==> config.mk <==
export PLATFORM = sky130hd
export DESIGN_NAME = matrix_scroll_ctrl
export DESIGN_NICKNAME = d
export VERILOG_FILES = /design/src/rtl/matrix_scroll_ctrl.sv
export SDC_FILE = /design/constraint.sdc
export NUM_CORES = 1
export LEC_CHECK = 0
export BUFFER_PORTS_ARGS = -buffer_cell sky130_fd_sc_hd__buf_2
export CAP_MARGIN = 30
export CORE_MARGIN = 5
export CORE_UTILIZATION = 59
export CTS_CLUSTER_SIZE = 10
export DETAILED_ROUTE_END_ITERATION = 6
export HOLD_SLACK_MARGIN = 0.15
export PLACE_DENSITY = 0.79
export SETUP_SLACK_MARGIN = 0.02
export SKIP_CTS_REPAIR_TIMING = 1
export SLEW_MARGIN = 5
export SYNTH_ARGS = -nofsm -noshare
export SYNTH_HDL_FRONTEND = slang
export SYNTH_SLANG_ARGS = --single-unit
==> constraint.sdc <==
create_clock -name clk -period 6.42 [get_ports clk]
set_clock_uncertainty 0.15 [all_clocks]
set_input_delay 0.642 -clock clk [delete_from_list [all_inputs] [get_ports clk]]
set_output_delay 0.642 -clock clk [all_outputs]
set_load 0.01 [all_outputs]
==> src/rtl/matrix_scroll_ctrl.sv <==
// Row-scan and frame-aligned column-shift sequencer for an 8x8 LED matrix.
// Optional SCROLL_BOUNCE_EN: direction ping-pongs on every message wrap.
module matrix_scroll_ctrl #(
  parameter int SCAN_DIV_EXP  = 12,
  parameter int SHIFT_DIV_EXP = 20,
  parameter int MSG_COLS      = 72,
  parameter int HOLD_FRAMES   = 16
) (
  input  logic       clk,
  input  logic       reset,
  input  logic       start,
  input  logic       stop,
  input  logic       enable,
  input  logic       selrl,
  output logic [7:0] row,
  output logic [2:0] cnt,
  output logic       shift_en,
  output logic       shift_dir,
  output logic [6:0] col_pos,
  output logic       wrap,
  output logic       busy
);

  localparam int HCW =
    (HOLD_FRAMES > 2) ? $clog2(HOLD_FRAMES) : 1;
  localparam logic [6:0] LAST = 7'(MSG_COLS - 1);
  localparam logic [HCW-1:0] HLAST =
    HCW'(HOLD_FRAMES - 1);

  typedef enum logic [1:0] {
    IDLE, RUN, PAUSE, HOLD
  } state_e;

  state_e state_q, state_d;

  logic [SCAN_DIV_EXP-1:0]  scan_div_q;
  logic [SHIFT_DIV_EXP-1:0] shift_div_q, shift_div_d;
  logic [7:0]     row_q;
  logic [2:0]     cnt_q;
  logic [6:0]     col_q, col_d, nxt_col;
  logic [HCW-1:0] hold_q, hold_d;
  logic pend_q, pend_d;
  logic dir_q, dir_d;
  logic sen_q, sen_d;
  logic sdir_q, sdir_d;
  logic wrap_q, wrap_d;
  logic scan_tick, frame_end, shift_req;

  assign scan_tick = &scan_div_q;
  assign frame_end = scan_tick && (cnt_q == 3'd7);
  assign shift_req = (state_q == RUN) && (&shift_div_q);

  always_comb begin
    nxt_col = col_q;
    if (dir_q)
      nxt_col = (col_q == LAST) ? 7'd0 : col_q + 7'd1;
    else
      nxt_col = (col_q == 7'd0) ? LAST : col_q - 7'd1;
  end

  always_comb begin
    state_d     = state_q;
    shift_div_d = shift_div_q;
    pend_d      = pend_q;
    hold_d      = hold_q;
    col_d       = col_q;
    dir_d       = dir_q;
    sen_d       = 1'b0;
    sdir_d      = sdir_q;
    wrap_d      = 1'b0;
    unique case (state_q)
      IDLE: begin
        shift_div_d = '0;
        pend_d      = 1'b0;
        hold_d      = '0;
        if (start) begin
          state_d = RUN;
`ifdef SCROLL_BOUNCE_EN
          dir_d = selrl;
`endif
        end
      end
      RUN: begin
        shift_div_d = shift_div_q + 1'b1;
        if (shift_req) pend_d = 1'b1;
        if (!enable) begin
          state_d = PAUSE;
        end else if (frame_end && pend_q) begin
          // a request landing on the service edge survives
          pend_d = shift_req;
          sen_d  = 1'b1;
          sdir_d = dir_q;
          col_d  = nxt_col;
          if (nxt_col == 7'd0) begin
            wrap_d = 1'b1;
            if (HOLD_FRAMES > 0) state_d = HOLD;
          end
        end
      end
      PAUSE: begin
        if (enable) state_d = RUN;
      end
      HOLD: begin
        shift_div_d = '0;
        if (frame_end) begin
          if (hold_q == HLAST) begin
            state_d = RUN;
            hold_d  = '0;
          end else begin
            hold_d = hold_q + 1'b1;
          end
        end
      end
    endcase
`ifdef SCROLL_BOUNCE_EN
    if (wrap_d) dir_d = ~dir_q;
`else
    if (frame_end) dir_d = selrl;
`endif
    if (stop) begin
      state_d     = IDLE;
      shift_div_d = '0;
      pend_d      = 1'b0;
      hold_d      = '0;
      col_d       = col_q;
      sen_d       = 1'b0;
      sdir_d      = sdir_q;
      wrap_d      = 1'b0;
    end
  end

  always_ff @(posedge clk) begin
    if (reset) begin
      state_q     <= IDLE;
      scan_div_q  <= '0;
      shift_div_q <= '0;
      row_q       <= 8'b0000_0001;
      cnt_q       <= 3'd0;
      col_q       <= 7'd0;
      hold_q      <= '0;
      pend_q      <= 1'b0;
      dir_q       <= 1'b1;
      sen_q       <= 1'b0;
      sdir_q      <= 1'b1;
      wrap_q      <= 1'b0;
    end else begin
      state_q     <= state_d;
      scan_div_q  <= scan_div_q + 1'b1;
      shift_div_q <= shift_div_d;
      if (scan_tick) begin
        row_q <= {row_q[0], row_q[7:1]};
        cnt_q <= cnt_q + 3'd1;
      end
      col_q  <= col_d;
      hold_q <= hold_d;
      pend_q <= pend_d;
      dir_q  <= dir_d;
      sen_q  <= sen_d;
      sdir_q <= sdir_d;
      wrap_q <= wrap_d;
    end
  end

  assign row       = row_q;
  assign cnt       = cnt_q;
  assign shift_en  = sen_q;
  assign shift_dir = sdir_q;
  assign col_pos   = col_q;
  assign wrap      = wrap_q;
  assign busy      = (state_q != IDLE);

endmodule

==> results of run 1 <==
[kinds of logic after synthesis]
family                   count (synthesis)  synth area share (%)
AND/OR/NAND/NOR                        160                  27.6
multiplexers                             8                  2.69
XOR/XNOR                                22                  6.47
adder cells (fa/ha/maj)                 12                  5.04
AO/OA/AOI/OAI                           66                  13.8
buffers and inverters                   25                  3.36
flip-flops                              61                  41.0
[metrics by stage]
step           area (um2)  util, %  std cells  worst slack [ns]
3_5_place_dp         3150     65.3        434              3.88
2_1_floorplan        2980        -        354              4.26
3_3_place_gp         3140     65.1        433              3.89
5_1_grt              3340     69.3        450              3.76
4_1_cts              3340     69.3        450              3.86
6_report             3340     69.3        450              3.86
[per-layer routing]
layer | wire [um] | share of wire, % | track usage (%)
met1 | 2860 | 49 | 24.8
met2 | 2550 | 44 | 31.2
met3 | 350 | 6.0 | 6.10
met4 | 63 | 1.1 | 7.09
met5 | 0 | 0 | 0
[worst max path at each step]
stage | startpoint | end | slack, ns | cells after the start
detailed placement | scan_div_q[0]$_SDFF_PP0_ | state_q[1]$_SDFFE_PP0P_ | 3.88 | 7
floorplan | col_pos[0]$_SDFFE_PP0P_ | state_q[0]$_SDFFE_PP0P_ | 4.26 | 8
finish | scan_div_q[0]$_SDFF_PP0_ | state_q[1]$_SDFFE_PP0P_ | 3.86 | 7
global placement | scan_div_q[0]$_SDFF_PP0_ | state_q[0]$_SDFFE_PP0P_ | 3.89 | 6
global route | scan_div_q[0]$_SDFF_PP0_ | state_q[0]$_SDFFE_PP0P_ | 3.76 | 7
CTS | scan_div_q[0]$_SDFF_PP0_ | state_q[1]$_SDFFE_PP0P_ | 3.86 | 7
[layout by cell type (no fill, tap or decap), drive strengths merged, types with 11 or more instances in the layout]
master	instances
xor2	15
buf	29
dfxtp	61
o21ai	15
ha	12
a21oi	26
clkbuf	11
nand2	47
nand4	13
nor2	47
[cell type report]
type | instances | area, um2 | share of cell area (%)
inverter | 9 | 33.8 | 1.01
tap | 67 | 83.8 | 2.51
multi-input combinational | 268 | 1660 | 49.6
sequential | 61 | 1220 | 36.6
clock inverter | 5 | 50.0 | 1.50
timing repair buffer | 29 | 150 | 4.50
clock buffer | 11 | 141 | 4.24
[sequential cells by signal (all words and copies together), names as in the netlist]
register and flops:
shift_div_q 20, scan_div_q 12, row 8, col_pos 7, hold_q 4, cnt 3, state_q 2, dir_q 1
pend_q 1, shift_dir 1, shift_en 1, wrap 1
[power by group through the flow]
stage,logic [uW],clock network (uW),registers (uW)
6_report,17.4,329,383
4_1_cts,17.3,337,382
5_1_grt,19.3,354,383
2_1_floorplan,12.6,0,391
3_3_place_gp,17.0,0,391
3_5_place_dp,17.4,0,391
==> out/qor.csv, run 1 <==
stage;metric;value;unit
status;run_status;finished, final reports clean;
timing;drv_slew;0;
placement;portBuffers;27;
grt;grt_pass1_wl;10000;um
critical_path;crit_chain;ha_1 -> nand4_1 -> or4_1 -> o21ai_1 -> o221ai_1 -> mux2i_1 -> a311oi_1;
hold_path;worstHoldStart;scan_div_q[0]$_SDFF_PP0_;
job;cap_violations;0;
synthesis;synth_edf_count;0;
final_layout;final_nets;396;
drt;drt_first_iter_violations;109;
synthesis;synth_flop_cell;dfxtp_1;
timing;period_needed;2.56;ns
floorplanning;die_y;81.0;um
pwr;swShare;21.2;%
critical_path;rr_startpoint;scan_div_q[0]$_SDFF_PP0_;
floorplanning;coreArea;4820;um2
synthesis;async_flop_share;0;%
drt;drtAntennaViolNets;0;
clock_tree;cts_sinks;61;
clock_tree;cts_buffers;9;
final_layout;drive_gt1_share;13.3;%
critical_path;cpLargestDelayFamily;simple AND/OR/NAND/NOR gates;
synthesis;synth_top_area_cell;dfxtp_1;
pwr;pwr-share-seq;52.5;%
hold_path;worstHoldPathCells;1;
timing;hold_viol;0;
grt;overflow;0;
critical_path;end_kind;flop;
placement;gp_congestion;0.916;
pwr;cellPowerDensity;218;nW/um2
critical_path;max_stage_delay;0.66;ns
floorplanning;die-area;6570;um2
pwr;total_power;729;uW
grt;grt_max_degree;35;
synthesis;yosysWarnings;0;
floorplanning;die_w;81.0;um
clock_tree;ctsLongestPathBuffers;2;
drt;dr.pass1.iters;4;
synthesis;post_synth_num_cell_types;49;
hold_path;hold_class;flop to flop;
pwr;p_sw;155;uW
floorplanning;rows;25;
final_layout;area_growth_syn_to_layout;12.1;%
synthesis;netlist.area_leader.share;41.0;%
drt;drc;0;
drt;wire_per_inst;12.9;um
synthesis;netlist_top_cells_area;dfxtp_1 41%, nand2_1 5.9%, nor2_1 5.9%;
synthesis;avgSynthCellArea;8.41;um2
clock_tree;clkTransAtPathRegs;0.06;ns
timing;slew_headroom;61.5;%
synthesis;syn_nets;372;
synthesis;ys_seq_elements;61;
final_layout;diodes;0;
clock_tree;clock_latency;0.33;ns
synthesis;syn_inst;354;
clock_tree;cts_tree;yes;
floorplanning;initial_utilization;61.8;%
timing;rsz0062_at_grt;false;
timing;setup_viol;0;
synthesis;syn_area;2980;um2
drt;wl;5810;um
critical_path;cp-start-kind;flop;
timing;fmax;391;MHz
grt;grt_antenna_before_repair;0;
pwr;p_leak;0.00132;uW
placement;hpwl;3990;um
grt;first_global_vias;2341;
grt;grt_use_total;19.6;%
timing;hold_ws;0.295;ns
synthesis;ys_top_cells_by_count;61 x dfxtp_1, 47 x nand2_1, 47 x nor2_1;
pwr;p_int;574;uW
pwr;pwr-share-clk;45.1;%
critical_path;timing.rr.end;state_q[1]$_SDFFE_PP0P_;
clock_tree;htreeDepth;3;
critical_path;slowest_stage;or4_1;
critical_path;required;6.52;ns
clock_tree;cts_root_buf;clkbuf_8;
pwr;irDropWorstVdd;170;uV
pwr;pwr-share-comb;2.4;%
drt;vias_per_cell;5.60;
critical_path;r2r_slack;3.86;ns
synthesis;yosysSeqAreaShare;41.0;%
timing;fin_setup_tns;0;ns
critical_path;critPathMaxFanout;11;
critical_path;cp.buffers_inverters;0;
critical_path;arrival;2.65;ns
hold_path;holdPathEnd;scan_div_q[0]$_SDFF_PP0_;
floorplanning;ios;28;
drt;vias;2521;
critical_path;rr_worst_depth;7;
timing;tightest_slew;0.577;ns
critical_path;criticalPathCategory;flop to flop;
final_layout;fillers;406;
timing;period_share;39.8;%
synthesis;yosysMostFrequentCell;dfxtp_1;
(Power assumes the default switching activity.)
==> run 2, diff against run 1 <==
clock period = 2.4 ns   (was 6.42 ns; I/O delays follow)
==> run 2 against run 1 <==
Effect of this change:
- sequential power rose to 2.7 times the previous value
- sequential share of layout area fell by 1.4 points
- die area is the same
- via count up 1.8%
- count of clock-buffer cells in the layout increased by 1
- global-route usage is 1.3 points higher
- cell count increased by 2.0%
- non-clock buffer count up 10
- utilization grew 2.9 points
- critical path type unchanged
- critical endpoint unchanged
- largest cell class unchanged
- largest power group unchanged
- highest routed layer unchanged
==> out/qor.csv, run 2 (synthesis gave the netlist of run 1 again) <==
stage;metric;value;unit;change
status;run_status;finished, final reports clean;;unchanged
final_layout;regMostFlops;shift_div_q;;unchanged
floorplanning;rows;25;;unchanged
placement;gp_congestion;0.905;;was 0.916
floorplanning;die-area;6570;um2;unchanged
drt;wire_per_inst;13.2;um;was 12.9 um
drt;dr.pass1.iters;4;;unchanged
timing;drv_slew;0;;unchanged
clock_tree;clkTransAtPathRegs;0.07;ns;was 0.06 ns
clock_tree;cts_tree;yes;;unchanged
hold_path;worstHoldStart;reset;;was scan_div_q[0]$_SDFF_PP0_
drt;vias_per_cell;5.59;;was 5.60
pwr;p_leak;0.00139;uW;was 0.00132 uW
drt;vias;2566;;was 2,521
placement;dp.cells;442;;was 434
critical_path;rr_worst_depth;6;;was 7
floorplanning;ios;28;;unchanged
final_layout;area_growth_syn_to_layout;16.7;%;was 12.1%
grt;overflow;0;;unchanged
final_layout;drive_gt1_share;16.1;%;was 13.3%
critical_path;r2r_slack;0.18;ns;was 3.86 ns
timing;final.setup.worst_slack;0.180;ns;was 3.86 ns
grt;grt_max_degree;34;;was 35
drt;drc;0;;unchanged
critical_path;rr_startpoint;scan_div_q[5]$_SDFF_PP0_;;was scan_div_q[0]$_SDFF_PP0_
floorplanning;coreArea;4820;um2;unchanged
final_layout;final_cells;459;;was 450
drt;wl;6050;um;was 5810 um
drt;drtAntennaViolNets;0;;unchanged
final_layout;final_common_cell;dfxtp_1;;unchanged
job;cap_violations;0;;unchanged
critical_path;critPathMaxFanout;7;;was 11
clock_tree;clock_latency;0.34;ns;was 0.33 ns
critical_path;cp-start-kind;flop;;unchanged
timing;fin_setup_tns;0;ns;unchanged
timing;hold_viol;0;;unchanged
placement;portBuffers;27;;unchanged
timing;fmax;450;MHz;was 391 MHz
clock_tree;cts_sinks;61;;unchanged
grt;first_global_vias;2387;;was 2,341
critical_path;arrival;2.32;ns;was 2.65 ns
clock_tree;cts_buffers;9;;unchanged
pwr;cellPowerDensity;603;nW/um2;was 218 nW/um2
pwr;irDropWorstVdd;464;uV;was 170 uV
timing;period_share;92.5;%;was 39.8%
clock_tree;cts_root_buf;clkbuf_8;;unchanged
grt;grt_pass1_wl;10600;um;was 10,000 um
hold_path;hold_class;primary input to flop;;was flop to flop
critical_path;timing.rr.end;state_q[1]$_SDFFE_PP0P_;;unchanged
critical_path;end_kind;flop;;unchanged
final_layout;final_nets;406;;was 396
placement;place_ws;0.0838;ns;was 3.88 ns
grt;grt_antenna_before_repair;0;;unchanged
timing;slew_headroom;73.6;%;was 61.5%
placement;hpwl;4310;um;was 3990 um
clock_tree;ctsLongestPathBuffers;2;;unchanged
drt;drt_first_iter_violations;148;;was 109
critical_path;required;2.50;ns;was 6.52 ns
hold_path;worstHoldPathCells;3;;was 1
clock_tree;htreeDepth;3;;unchanged
timing;rsz0062_at_grt;false;;unchanged
grt;grt_use_total;20.9;%;was 19.6%
pwr;total_power;2090;uW;was 729 uW
timing;period_needed;2.22;ns;was 2.56 ns
critical_path;criticalPathCategory;flop to flop;;unchanged
final_layout;layout_common_cells;59 x dfxtp_1, 47 x nand2_1, 47 x nor2_1;;was 61 x dfxtp_1, 47 x nand2_1, 47 x nor2_1
final_layout;largest_register_ffs;20;;unchanged
timing;tightest_slew;0.396;ns;was 0.577 ns
floorplanning;die_y;81.0;um;unchanged
timing;hold_ws;0.151;ns;was 0.295 ns
final_layout;diodes;0;;unchanged
floorplanning;initial_utilization;61.8;%;unchanged
floorplanning;die_w;81.0;um;unchanged
hold_path;holdPathEnd;pend_q$_SDFFE_PP0P_;;was scan_div_q[0]$_SDFF_PP0_
timing;setup_viol;0;;unchanged
[run 2: critical path, stage by stage, from the launching register on]
cell,delay (ns)
dfxtp_1,0.45
nand4_4,0.18
or4_1,0.57
o21ai_1,0.19
o221ai_1,0.19
mux2i_1,0.17
a311oi_2,0.24
[run 2: worst max path at each step]
stage,start,to,cells past startpoint,slack [ns]
4_1_cts,col_pos[0]$_SDFFE_PP0P_,state_q[1]$_SDFFE_PP0P_,8,0.09
3_3_place_gp,col_pos[0]$_SDFFE_PP0P_,state_q[1]$_SDFFE_PP0P_,8,0.23
6_report,scan_div_q[5]$_SDFF_PP0_,state_q[1]$_SDFFE_PP0P_,6,0.18
3_5_place_dp,col_pos[0]$_SDFFE_PP0P_,state_q[1]$_SDFFE_PP0P_,8,0.08
2_1_floorplan,col_pos[0]$_SDFFE_PP0P_,state_q[0]$_SDFFE_PP0P_,8,0.24
5_1_grt,scan_div_q[5]$_SDFF_PP0_,state_q[1]$_SDFFE_PP0P_,6,0.03
[run 2: metal layers]
layer	share of wire [%]	global-route usage, %	wire (um)
met5	0	0	0
met3	5.6	7.76	340
met1	46	25.3	2810
met4	1.2	6.42	71
met2	47	34.4	2840
[run 2: metrics by stage]
stage          instance area (um2)  util [%]
2_1_floorplan                 2980         -
3_3_place_gp                  3210      66.5
3_5_place_dp                  3210      66.5
4_1_cts                       3430      71.2
5_1_grt                       3470      72.1
6_report                      3470      72.1
[run 2: report_power, final]
part           internal (uW)  leakage, uW  total, uW  switching (uW)
combinational           20.6     0.000785       50.9            30.3
clock                    638     0.000113       1020             382
sequential              1020     0.000493       1020            5.48
total                   1680      0.00139       2090             418
[run 2: cell type report]
type                       count  area [um2]
timing repair buffer          39         230
sequential                    61        1220
multi-input combinational    268        1680
inverter                       9        33.8
tap                           67        83.8
clock inverter                 3        68.8
clock buffer                  12         155
fill                         403        1340
==> run 3, diff against run 2 <==
BUFFER_PORTS_ARGS = -buffer_cell sky130_fd_sc_hd__clkbuf_2   (was -buffer_cell sky130_fd_sc_hd__buf_2)
clock period = 2.5 ns   (was 2.4 ns; I/O delays follow)
==> run 3 against run 2 <==
Effect of this change:
- final area is 1.9% lower
- flip-flop and latch count stayed put
- global-route usage is 0.89 points lower
- first-iteration DRC count is 20% lower
- count of clock-buffer cells in the layout is 2 lower
- worst hold slack better by 0.0092 ns
- clock power is 20% lower
- register-to-register slack better by 0.07 ns
- power is 12% lower
- critical path depth is 2 higher
- critical endpoint unchanged
- largest power group unchanged
==> out/qor.csv, run 3 (synthesis gave the netlist of run 1 again) <==
stage;metric;value;unit;change
status;run_status;finished, final reports clean;;unchanged
floorplanning;coreArea;4820;um2;unchanged
floorplanning;initial_utilization;61.8;%;unchanged
final_layout;fillers;400;;was 403
final_layout;diodes;0;;unchanged
critical_path;criticalPathCategory;flop to flop;;unchanged
drt;wl_met1;2760;um;was 2810 um
drt;wl;5900;um;was 6050 um
clock_tree;clock_latency;0.34;ns;about the same
final_layout;largest_register_ffs;20;;unchanged
drt;drc;0;;unchanged
pwr;cellPowerDensity;542;nW/um2;was 603 nW/um2
critical_path;rr_worst_depth;8;;was 6
grt;first_global_vias;2374;;was 2,387
hold_path;holdPathEnd;pend_q$_SDFFE_PP0P_;;unchanged
placement;hpwl;4200;um;was 4310 um
final_layout;drive_gt1_share;15.1;%;was 16.1%
placement;place_area;3190;um2;was 3210 um2
grt;grt_antenna_before_repair;0;;unchanged
timing;fin_setup_tns;0;ns;unchanged
critical_path;crit_path_start;col_pos[0]$_SDFFE_PP0P_;;was scan_div_q[5]$_SDFF_PP0_
timing;tightest_slew;0.405;ns;was 0.396 ns
timing;period_share;89.9;%;was 92.5%
clock_tree;cts_sinks;61;;unchanged
timing;rsz0062_at_grt;false;;unchanged
final_layout;seqCellArea;1220;um2;unchanged
clock_tree;cts_buffers;9;;unchanged
drt;dr_wl_met2;2720;um;was 2840 um
critical_path;timing.rr.end;state_q[1]$_SDFFE_PP0P_;;unchanged
timing;drv_slew;0;;unchanged
final_layout;area_growth_syn_to_layout;14.4;%;was 16.7%
placement;gp_congestion;0.931;;was 0.905
clock_tree;ctsLongestPathBuffers;2;;unchanged
critical_path;end_kind;flop;;unchanged
hold_path;worstHoldPathCells;3;;unchanged
critical_path;r2r_slack;0.25;ns;was 0.18 ns
drt;wl_met3;329;um;was 340 um
drt;wire_per_inst;12.9;um;was 13.2 um
floorplanning;ios;28;;unchanged
timing;hold_viol;0;;unchanged
floorplanning;die_w;81.0;um;unchanged
final_layout;final_nets;404;;was 406
final_layout;layout_common_cells;59 x dfxtp_1, 47 x nand2_1, 47 x nor2_1;;unchanged
timing;slew_headroom;72.9;%;was 73.6%
hold_path;worstHoldStart;stop;;was reset
timing;setup_viol;0;;unchanged
timing;fmax;445;MHz;was 450 MHz
critical_path;cp-start-kind;flop;;unchanged
final_layout;multiInputGateArea;1670;um2;was 1680 um2
drt;top_layer;met4;;unchanged
drt;vias;2554;;was 2,566
grt;overflow;0;;unchanged
clock_tree;cts_tree;yes;;unchanged
clock_tree;clkTransAtPathRegs;0.06;ns;was 0.07 ns
critical_path;arrival;2.33;ns;was 2.32 ns
critical_path;critPathMaxFanout;11;;was 7
pwr;irDropWorstVdd;406;uV;was 464 uV
final_layout;regMostFlops;shift_div_q;;unchanged
clock_tree;htreeDepth;3;;unchanged
floorplanning;die-area;6570;um2;unchanged
drt;drtAntennaViolNets;0;;unchanged
clock_tree;cts_root_buf;clkbuf_8;;unchanged
pwr;p_leak;0.00134;uW;was 0.00139 uW
placement;portBuffers;27;;unchanged
timing;hold_ws;0.160;ns;was 0.151 ns
timing;period_needed;2.25;ns;was 2.22 ns
grt;grt_pass1_wl;10200;um;was 10,600 um
final_layout;fin_area;3410;um2;was 3470 um2
floorplanning;rows;25;;unchanged
drt;vias_per_cell;5.59;;about the same
floorplanning;die_y;81.0;um;unchanged
grt;grt_max_degree;34;;unchanged
drt;dr.pass1.iters;4;;unchanged
final_layout;final_common_cell;dfxtp_1;;unchanged
grt;grt_use_total;20.0;%;was 20.9%
critical_path;required;2.59;ns;was 2.50 ns
drt;drt_first_iter_violations;118;;was 148
job;cap_violations;0;;unchanged
hold_path;hold_class;primary input to flop;;unchanged
critical_path;rr_startpoint;col_pos[0]$_SDFFE_PP0P_;;was scan_div_q[5]$_SDFF_PP0_
-- run 3: changes by cell type in the layout (fill, tap and decap cells not counted), moves of 2 or more --
cell / previous run / this run
clkbuf_2: 0 / 27
buf_2: 27 / 0
clkbuf_8: 11 / 9
buf_4: 10 / 8
clkinv_2: 0 / 3
-- run 3: final cells by class --
cell class	instances	share of cell area [%]
clock buffers	10	3.75
clock inverters	5	1.54
inverters	9	0.992
multi-input cells	268	49.0
flip-flops and latches	61	35.9
well taps	67	2.46
repair buffers	37	6.32
-- run 3: critical path, stage by stage, from the launching register on --
cell      delay, ns
dfxtp_2        0.41
inv_1          0.09
ha_1           0.27
or2_2          0.30
a31oi_1        0.16
o32ai_1        0.12
nor3_1         0.21
nand4_1        0.14
a311oi_1       0.30
-- run 3: metal layers --
| metal | GRT usage (%) | up-vias |
|---|---|---|
| met5 | 0 | - |
| met3 | 5.99 | 8 |
| met1 | 24.3 | 1186 |
| met4 | 9.12 | 0 |
| met2 | 32.4 | 53 |
| li1 | - | 1307 |
-- run 3: worst max path at each step --
stage | endpoint | depth (start not counted)
floorplan | state_q[0]$_SDFFE_PP0P_ | 8
global placement | state_q[1]$_SDFFE_PP0P_ | 8
detailed placement | state_q[1]$_SDFFE_PP0P_ | 8
CTS | state_q[1]$_SDFFE_PP0P_ | 8
global route | state_q[1]$_SDFFE_PP0P_ | 8
finish | state_q[1]$_SDFFE_PP0P_ | 8
-- run 3: metrics by stage --
step                worst slack, ns  power, uW  utilization [%]  std cells
floorplan                     0.344       1040                -        354
global placement              0.283       1050             66.2        440
detailed placement            0.114       1050             66.2        440
CTS                          0.0917       1870             70.0        455
global route                 0.0333       1920             70.7        457
finish                        0.254       1850             70.7        457
-- run 3: power breakdown --
group          internal (uW)  switching (uW)
combinational           19.6            28.9
clock                    449             368
sequential               978            5.19
